### config.mk
export PLATFORM = sky130hd
export DESIGN_NAME = sq_wave_meter_flat
export DESIGN_NICKNAME = d
export VERILOG_FILES = /design/src/rtl/sq_wave_pkg.sv /design/src/rtl/sq_wave_meter_if.sv /design/src/rtl/sync_edge_detect.sv /design/src/rtl/sq_wave_meter.sv /design/src/flat_wrapper.sv
export SDC_FILE = /design/constraint.sdc
export NUM_CORES = 1
export LEC_CHECK = 0
export CAP_MARGIN = 10
export CELL_PAD_IN_SITES_DETAIL_PLACEMENT = 2
export CELL_PAD_IN_SITES_GLOBAL_PLACEMENT = 2
export CORE_UTILIZATION = 41
export DETAILED_ROUTE_END_ITERATION = 10
export HOLD_SLACK_MARGIN = 0.1
export PLACE_DENSITY_LB_ADDON = 0.05
export SYNTH_ARGS = -nofsm -noshare
export SYNTH_HDL_FRONTEND = slang
export SYNTH_SLANG_ARGS = --single-unit
### constraint.sdc
create_clock -name clk -period 4 [get_ports clk]
set_input_delay 0.8 -clock clk [delete_from_list [all_inputs] [get_ports clk]]
set_output_delay 0.8 -clock clk [all_outputs]
set_load 0.005 [all_outputs]
### src/rtl/sq_wave_pkg.sv
// Shared constants and FSM encoding for the square-wave meter.
// Default timeout is two seconds of the system clock.
package sq_wave_pkg;

    localparam int unsigned CLOCK_FREQUENCY        = 100_000_000;
    localparam int unsigned DEFAULT_TIMEOUT_CYCLES = 2 * CLOCK_FREQUENCY;

    typedef enum logic [1:0] {
        IDLE,
        ARM,
        MEASURE
    } meter_state_t;

    // Width of a counter that must reach 'cycles'; at least one bit.
    function automatic int unsigned tmo_width(input int unsigned cycles);
        return (cycles < 2) ? 1 : $clog2(cycles + 1);
    endfunction

endpackage

### src/rtl/sq_wave_meter_if.sv
// Result channel of the meter: period/high measurement with valid/ready, plus status flags.
// The consumer may hold meas_ready low indefinitely; the meter keeps its result stable.
interface sq_wave_meter_if #(
    parameter int CNT_W = 32
);
    logic [CNT_W-1:0] period_cycles;
    logic [CNT_W-1:0] high_cycles;
    logic             meas_valid;
    logic             meas_ready;
    logic             overrun;
    logic             timeout;

    modport master (
        output period_cycles, high_cycles, meas_valid, overrun, timeout,
        input  meas_ready
    );

    modport slave (
        input  period_cycles, high_cycles, meas_valid, overrun, timeout,
        output meas_ready
    );
endinterface

### src/rtl/sync_edge_detect.sv
// Resynchronises an asynchronous level and flags its edges.
// level lags d_async by SYNC_STAGES cycles; rise/fall are combinational off level and its delayed copy.
module sync_edge_detect #(
    parameter int SYNC_STAGES = 2
) (
    input  logic clk,
    input  logic rst_n,
    input  logic d_async,
    output logic level,
    output logic rise,
    output logic fall
);
    logic [SYNC_STAGES-1:0] sync_q;
    logic                   level_d;

    always_ff @(posedge clk or negedge rst_n) begin
        if (!rst_n) begin
            sync_q  <= '0;
            level_d <= 1'b0;
        end else begin
            sync_q  <= {sync_q[SYNC_STAGES-2:0], d_async};
            level_d <= sync_q[SYNC_STAGES-1];
        end
    end

    assign level = sync_q[SYNC_STAGES-1];
    assign rise  = level & ~level_d;
    assign fall  = ~level & level_d;

endmodule

### src/rtl/sq_wave_meter.sv
// Measures rising-to-rising period and high time of sq_in; result one cycle after the closing rise.
// A capture arriving while the previous result is unaccepted is dropped and flagged on overrun.
module sq_wave_meter
    import sq_wave_pkg::*;
#(
    parameter int          CNT_W          = 32,
    parameter int unsigned TIMEOUT_CYCLES = DEFAULT_TIMEOUT_CYCLES,
    parameter int          SYNC_STAGES    = 2
) (
    input  logic            clk,
    input  logic            rst_n,
    input  logic            sq_in,
    input  logic            enable,
    sq_wave_meter_if.master m
);
    localparam logic [CNT_W-1:0] CNT_MAX   = '1;
    localparam int               TMO_W     = tmo_width(TIMEOUT_CYCLES);
    localparam logic [TMO_W-1:0] TMO_LIMIT = TMO_W'(TIMEOUT_CYCLES);
    localparam bit               TMO_EN    = (TIMEOUT_CYCLES != 0);

    logic s_level, s_rise, s_fall;

    sync_edge_detect #(.SYNC_STAGES(SYNC_STAGES)) u_sync (
        .clk     (clk),
        .rst_n   (rst_n),
        .d_async (sq_in),
        .level   (s_level),
        .rise    (s_rise),
        .fall    (s_fall)
    );

    meter_state_t     state;
    logic [CNT_W-1:0] cnt;
    logic [CNT_W-1:0] hcnt;
    logic             hi_done;
    logic [TMO_W-1:0] tmo_cnt;
    logic             timeout_q;

    logic tmo_hit;
    logic capture;

    assign tmo_hit = TMO_EN && (tmo_cnt == TMO_LIMIT);
    assign capture = enable && (state == MEASURE) && s_rise;

    always_ff @(posedge clk or negedge rst_n) begin
        if (!rst_n) begin
            state     <= IDLE;
            cnt       <= '0;
            hcnt      <= '0;
            hi_done   <= 1'b0;
            tmo_cnt   <= '0;
            timeout_q <= 1'b0;
        end else if (!enable) begin
            state     <= IDLE;
            cnt       <= '0;
            hcnt      <= '0;
            hi_done   <= 1'b0;
            tmo_cnt   <= '0;
            timeout_q <= 1'b0;
        end else begin
            case (state)
                IDLE: begin
                    state   <= ARM;
                    tmo_cnt <= TMO_W'(1);
                end
                ARM, MEASURE: begin
                    // A rise always beats a timeout landing on the same cycle.
                    if (s_rise) begin
                        state     <= MEASURE;
                        cnt       <= CNT_W'(1);
                        hcnt      <= CNT_W'(1);
                        hi_done   <= 1'b0;
                        tmo_cnt   <= TMO_W'(1);
                        timeout_q <= 1'b0;
                    end else if (tmo_hit) begin
                        state     <= ARM;
                        cnt       <= '0;
                        hcnt      <= '0;
                        tmo_cnt   <= TMO_W'(1);
                        timeout_q <= 1'b1;
                    end else begin
                        tmo_cnt <= tmo_cnt + 1'b1;
                        if (state == MEASURE) begin
                            if (cnt != CNT_MAX) cnt <= cnt + 1'b1;
                            if (s_fall) hi_done <= 1'b1;
                            if (s_level && !hi_done && hcnt != CNT_MAX) hcnt <= hcnt + 1'b1;
                        end
                    end
                end
                default: state <= IDLE;
            endcase
        end
    end

    logic [CNT_W-1:0] period_q, high_q;
    logic             valid_q, overrun_q;

    always_ff @(posedge clk or negedge rst_n) begin
        if (!rst_n) begin
            period_q  <= '0;
            high_q    <= '0;
            valid_q   <= 1'b0;
            overrun_q <= 1'b0;
        end else if (capture) begin
            if (!valid_q || m.meas_ready) begin
                period_q  <= cnt;
                high_q    <= hcnt;
                valid_q   <= 1'b1;
                overrun_q <= 1'b0;
            end else begin
                overrun_q <= 1'b1;
            end
        end else begin
            overrun_q <= 1'b0;
            if (valid_q && m.meas_ready) valid_q <= 1'b0;
        end
    end

    assign m.period_cycles = period_q;
    assign m.high_cycles   = high_q;
    assign m.meas_valid    = valid_q;
    assign m.overrun       = overrun_q;
    assign m.timeout       = timeout_q;

endmodule

### src/flat_wrapper.sv
// flat-port wrapper written by rule: the top's interface ports become plain ports
module sq_wave_meter_flat import sq_wave_pkg::*;
#(
    parameter int          CNT_W          = 32,
    parameter int unsigned TIMEOUT_CYCLES = DEFAULT_TIMEOUT_CYCLES,
    parameter int          SYNC_STAGES    = 2
)
  (clk, rst_n, sq_in, enable, m_period_cycles, m_high_cycles, m_meas_valid, m_overrun, m_timeout, m_meas_ready);
  sq_wave_meter_if #(.CNT_W(CNT_W)) m_i ();
  input  logic clk;
  input  logic rst_n;
  input  logic sq_in;
  input  logic enable;
  output wire logic [$bits(m_i.period_cycles)-1:0] m_period_cycles;
  output wire logic [$bits(m_i.high_cycles)-1:0] m_high_cycles;
  output wire logic [$bits(m_i.meas_valid)-1:0] m_meas_valid;
  output wire logic [$bits(m_i.overrun)-1:0] m_overrun;
  output wire logic [$bits(m_i.timeout)-1:0] m_timeout;
  input wire logic [$bits(m_i.meas_ready)-1:0] m_meas_ready;
  assign m_period_cycles = m_i.period_cycles;
  assign m_high_cycles = m_i.high_cycles;
  assign m_meas_valid = m_i.meas_valid;
  assign m_overrun = m_i.overrun;
  assign m_timeout = m_i.timeout;
  assign m_i.meas_ready = m_meas_ready;
  sq_wave_meter #(.CNT_W(CNT_W), .TIMEOUT_CYCLES(TIMEOUT_CYCLES), .SYNC_STAGES(SYNC_STAGES)) u_core (.clk(clk), .rst_n(rst_n), .sq_in(sq_in), .enable(enable), .m(m_i));
endmodule
# [Yosys cells after proc, flatten, opt, wreduce, memory -nomap -nowiden]
# Index checks and enable logic that the tools add are counted.
# W data, S select, Z words.
[word_totals] regBits=165 output_inout_bits=67
[classes] n_addsub=3 eq_ne=16 mux=35 bitwise_logic=4 reduce_logical=17
[ops] cell="$mux W32" count=12
[ops] cell="$mux W28" count=3
[ops] cell="$add A32 B1 Y32 const B" count=2
[ops] cell="$ne A32 B32 Y1 const B" count=2
[ops] cell="$pmux W28 S2" count=1
[ops] cell="$add A28 B1 Y28 const B" count=1
[ops] cell="$eq A28 B28 Y1 const B" count=1
[ops] cell="$mux W1" count=15
[ops] cell="$ne A3 B1 Y1 const B" count=4
[ops] cell="$ne A4 B1 Y1 const B" count=3
[ops] cell="$mux W2" count=3
[ops] cell="$reduce_and A2 Y1" count=3
[ops] cell="$reduce_and A3 Y1" count=2
[ops] cell="$logic_and A1 B1 Y1" count=5
[ops] cell="$ne A4 B2 Y1 const B" count=1
[ops] cell="$pmux W2 S2" count=1
[ops] cell="$reduce_and A4 Y1" count=1
[ops] cell="$ne A3 B2 Y1 const B" count=1
[ops] cell="$and A1 B1 Y1" count=2
[ops] cell="$eq A2 B1 Y1 const B" count=1
[ops] cell="$eq A2 B2 Y1 const B" count=1
[ops] cell="$logic_not A1 Y1" count=2
[ops] cell="$logic_not A2 Y1" count=1
[ops] cell="$ne A2 B1 Y1 const B" count=1
[ops] cell="other kinds (5)" count=6

# [Logic depth before layout (Yosys ltp)]
[depth] word_depth=9 ltp_mapped=10 ltp_nobuf=8

# [By module]
# From an unflattened synthesis, not the netlist that was laid out.
[unflattened] hier_cells=770 area_unflattened_um2=8149.1
[by_module_without_submodules] module="sq_wave_meter" instances=1 cells_each=765 area_each_um2=8059.0 seq_area_each_um2=4053.9
[by_module_without_submodules] module="sync_edge_detect" instances=1 cells_each=5 area_each_um2=90.1 seq_area_each_um2=75.1

# [Worst setup path before layout]
# OpenSTA, ideal clock, no wires.
[synth_path] path_type="register -> register" startpoint="register u_core.state[1]" endpoint="register u_core.cnt[24]" setup_time_ns=0.104 arrival_time_ns=2.474 path_slack_ns=1.423 path_stages_with_launch=10 path_buffers=2 cell_sequence="dfrtp_1 > inv_1 > ha_1 > clkbuf_1 > inv_1 > or4_4 > o211a_4 > buf_6 > or3_4 > o41ai_2"
[synth_between] elab_chain_len=4
[synth_rtl] element="from (decl)" line="sq_wave_meter.sv:32" text="meter_state_t state;"
[synth_rtl] element="from (signal assigned)" line="sq_wave_meter.sv:47" text="state <= IDLE;"
[synth_rtl] element="from (signal assigned)" line="sq_wave_meter.sv:54" text="state <= IDLE;"
[synth_rtl] element="from (signal assigned)" line="sq_wave_meter.sv:63" text="state <= ARM;"
[synth_rtl] element="$eq A2 B1 Y1 or $eq A2 B2 Y1 (tied branches)" line="sq_wave_meter.sv:61, sq_wave_meter.sv:83"
[synth_rtl] element="$reduce_or A2 Y1" line="sq_wave_meter.sv:61" text="case (state)"
[synth_rtl] element="$ne A2 B1 Y1 (no source line)"
[synth_rtl] element="$reduce_and A3 Y1 (no source line) *"
[synth_rtl] element="to (signal assigned)" line="sq_wave_meter.sv:84" text="if (cnt != CNT_MAX) cnt <= cnt + 1'b1;"
[synth_rtl] element="to (decl)" line="sq_wave_meter.sv:33" text="logic [CNT_W-1:0] cnt;"
# Mark *: on every way between the ends. The rest lies on a longest branch, timed or not.
# A chain may end at the register's enable or synchronous reset.

# [Worst setup path in the final report]
[layout_path] startpoint="register u_core.state[0]" endpoint="register u_core.hcnt[10]"
[layout_between] elab_chain_len=4
[layout_rtl] element="$eq A2 B1 Y1 or $eq A2 B2 Y1 (tied branches)" line="sq_wave_meter.sv:61, sq_wave_meter.sv:83"
[layout_rtl] element="$reduce_or A2 Y1" line="sq_wave_meter.sv:61"
[layout_rtl] element="$ne A2 B1 Y1 (no source line)"
[layout_rtl] element="$reduce_and A3 Y1 (no source line) *"
[layout_rtl] element="to (signal assigned)" line="sq_wave_meter.sv:86" text="if (s_level && !hi_done && hcnt != CNT_MAX) hcnt <= hcnt + 1'b1;"
[layout_rtl] element="to (decl)" line="sq_wave_meter.sv:34" text="logic [CNT_W-1:0] hcnt;"
# Marked as above.

==> impl_metrics.toml <==
[cts]
root_buffer = "clkbuf_16"
clkLatencyLatePin_ns = 0.43
clock-sinks = 165
clk_pin_slew_ns = 0.06
htree_num_levels = 4
cts_tree = "built"
cts_resized = 0
cts.path.max_buffers = 2
cts_setup_buffers = 0
numCtsBuffers = 17
ctsHoldBuffers = 0

[logic_synthesis]
syn_area_sq_um = 8110
yosysSeqAreaShare_pct = 50.9
yosysTopAreaCellShare_pct = 50.9
synth_top_area_cell = "dfrtp_1"
synth_fp_nets = 803
ys_ff_latch = 165
syn_avg_cell_area_sq_um = 10.2
yosys_most_used_dff = "dfrtp_1"
synth.top_cells.by_area = "dfrtp_1, mux2_2, o21ai_0"
synth-edff-count = 0
async_reset_ff_share_pct = 100
yosysUniqueCellTypes = 59
synthCells = 791
synth_warnings = 0

[global_routing]
antenna_found_initial = 0
grt_pass1_vias = 7261
grt_usage_pct = 25.6
grt-ovfl-total = 0
grt_max_degree = 85
grt_pass1_wl_um = 40200

[place]
dp_hpwl_um = 16800
gp_congestion = 0.835
port_buffers = 71

[cells_and_area]
fillers = 2013
final_common_cell = "dfrtp_1"
layout-drive-gt1-share_pct = 14.4
fin_nets = 859
final_cell_mix = "dfrtp_1, clkdlybuf4s50_1, o21ai_0"
syn_to_final_growth_pct = 18.9
antenna_cells = 0

[pwr]
power_mw = 3.62
powerDensity_nw_per_um2 = 375
p_leak_nw = 4.02
ir_worst_vdd_mv = 0.294

[critical_path]
r2r.worst_path.cells = 8
worstSetupEndpointType = "flop"
rrSetupSlack_ns = 0.57
worst-endpoint-arrival_ns = 3.72
reg2reg_from = "u_core.state[0]$_DFFE_PN0P_"
startpoint_type = "flop"
required_ns = 4.30
critPathMaxFanout = 47
reg2reg_to = "u_core.hcnt[10]$_DFFE_PN0P_"
path_class = "flop to flop"

[sta]
worst_pin_slew_ns = 1.08
final-hold-violation-count = 0
setup_tns_ns = 0
period_minus_slack_ns = 3.43
fin_crit_sh_pct = 85.7
rsz0062_at_grt = "false"
finClkSkew_ns = 0.0116
slew_viol_final = 0
fmax_mhz = 292
slew_headroom_pct = 27.6
setup_viol = 0

[detailed_routing]
drtIter0Drc = 277
wl_per_cell_um = 21.7
vias_per_cell = 5.97
drt_wl_total_um = 24400
drc = 0
drtPass1Iterations = 4
dr_total_vias = 6709
ant_nets = 0

[floorplan]
chipWidth_um = 143
num_rows = 51
coreArea_sq_um = 19400
die_area_sq_um = 20300
io_pins = 72
die_y_um = 143
initial_core_util_pct = 41.8

[hold_path]
hold_start = "u_core.u_sync.sync_q[0]$_DFF_PN0_"
hold_path_class = "flop to flop"
holdPathStages = 0
whs_endpoint = "u_core.u_sync.sync_q[1]$_DFF_PN0_"

[outcome]
status = "completed"

[run]
maxCapViolations = 0
how the worst max path moves through the flow:
stage	startpoint	to	slack, ns	cells after the start
final	u_core.state[0]$_DFFE_PN0P_	u_core.hcnt[10]$_DFFE_PN0P_	0.57	8
after global routing	u_core.state[0]$_DFFE_PN0P_	u_core.hcnt[10]$_DFFE_PN0P_	0.41	8
after CTS	u_core.state[0]$_DFFE_PN0P_	u_core.hcnt[10]$_DFFE_PN0P_	0.56	8
after detailed placement	u_core.state[0]$_DFFE_PN0P_	u_core.hcnt[10]$_DFFE_PN0P_	0.64	8
after global placement	enable	u_core.hcnt[10]$_DFFE_PN0P_	0.83	5
after floorplan	u_core.state[1]$_DFFE_PN0P_	u_core.cnt[24]$_DFFE_PN0P_	1.42	9
cell families after synthesis:
kind of cell / share of synthesized area (%)
simple gates: 18.1
compound gates: 15.7
flops: 50.9
mux: 9.02
buf+inv: 3.03
xor+xnor: 2.16
fa+ha+maj: 1.08
through the flow:
step                      utilization, %  instances  hold WS [ns]  setup slack, ns  area [sq um]
after CTS                           49.7       1124         0.352            0.559          9640
after global placement              46.7       1093         0.333            0.826          9060
final                               49.7       1124         0.350            0.573          9640
after floorplan                        -        791         0.331             1.42          8110
after global routing                49.7       1124         0.370            0.407          9640
after detailed placement            46.7       1093         0.337            0.638          9060
layer usage:
metal  wire, um  GRT usage (%)
met1      11000           33.5
met2      12500           44.0
met3        629           3.73
met4        319           7.53
met5          0              0
critical path, stage by stage, from the launching register on:
cell,delay [ns]
dfrtp_1,0.38
inv_1,0.08
ha_1,0.44
inv_1,0.12
or4_4,0.58
o211a_4,0.44
nor2_4,0.43
nand2_2,0.39
o41ai_1,0.42
cell usage after synthesis (all sizes together), types with 13 or more instances:
cell	instances
dfrtp	165
o21ai	68
mux2	64
nand2	58
nor2	53
nand3	41
o31ai	38
a21oi	37
nand4	35
clkbuf	32
a31oi	19
and3	15
and4	15
inv	15
xor2	14
buf	13
nor3	13
flip-flops by register name, summed over array words and instances (netlist names), 2 cells and up:
| register | flops |
|---|---|
| u_core.m.high_cycles | 32 |
| u_core.state | 2 |
| u_core.cnt | 32 |
| u_core.m.period_cycles | 32 |
| u_core.tmo_cnt | 28 |
| u_core.hcnt | 32 |
| u_core.u_sync.sync_q | 2 |
power by group:
part,switching [mW],leakage [nW],internal (mW)
sequential,0.0276,2.29,1.69
combinational,0.184,1.46,0.0736
clock,0.720,0.273,0.923
cell type report:
type	count	area [sq um]	share of cell area (%)
inverters	15	56.3	0.584
flip-flops and latches	165	4130	42.8
clock inverters	14	153	1.58
multi-input cells	566	3740	38.8
well taps	265	332	3.44
repair buffers	82	807	8.37
clock buffers	17	425	4.41
Power figures use the tool's default switching activity.
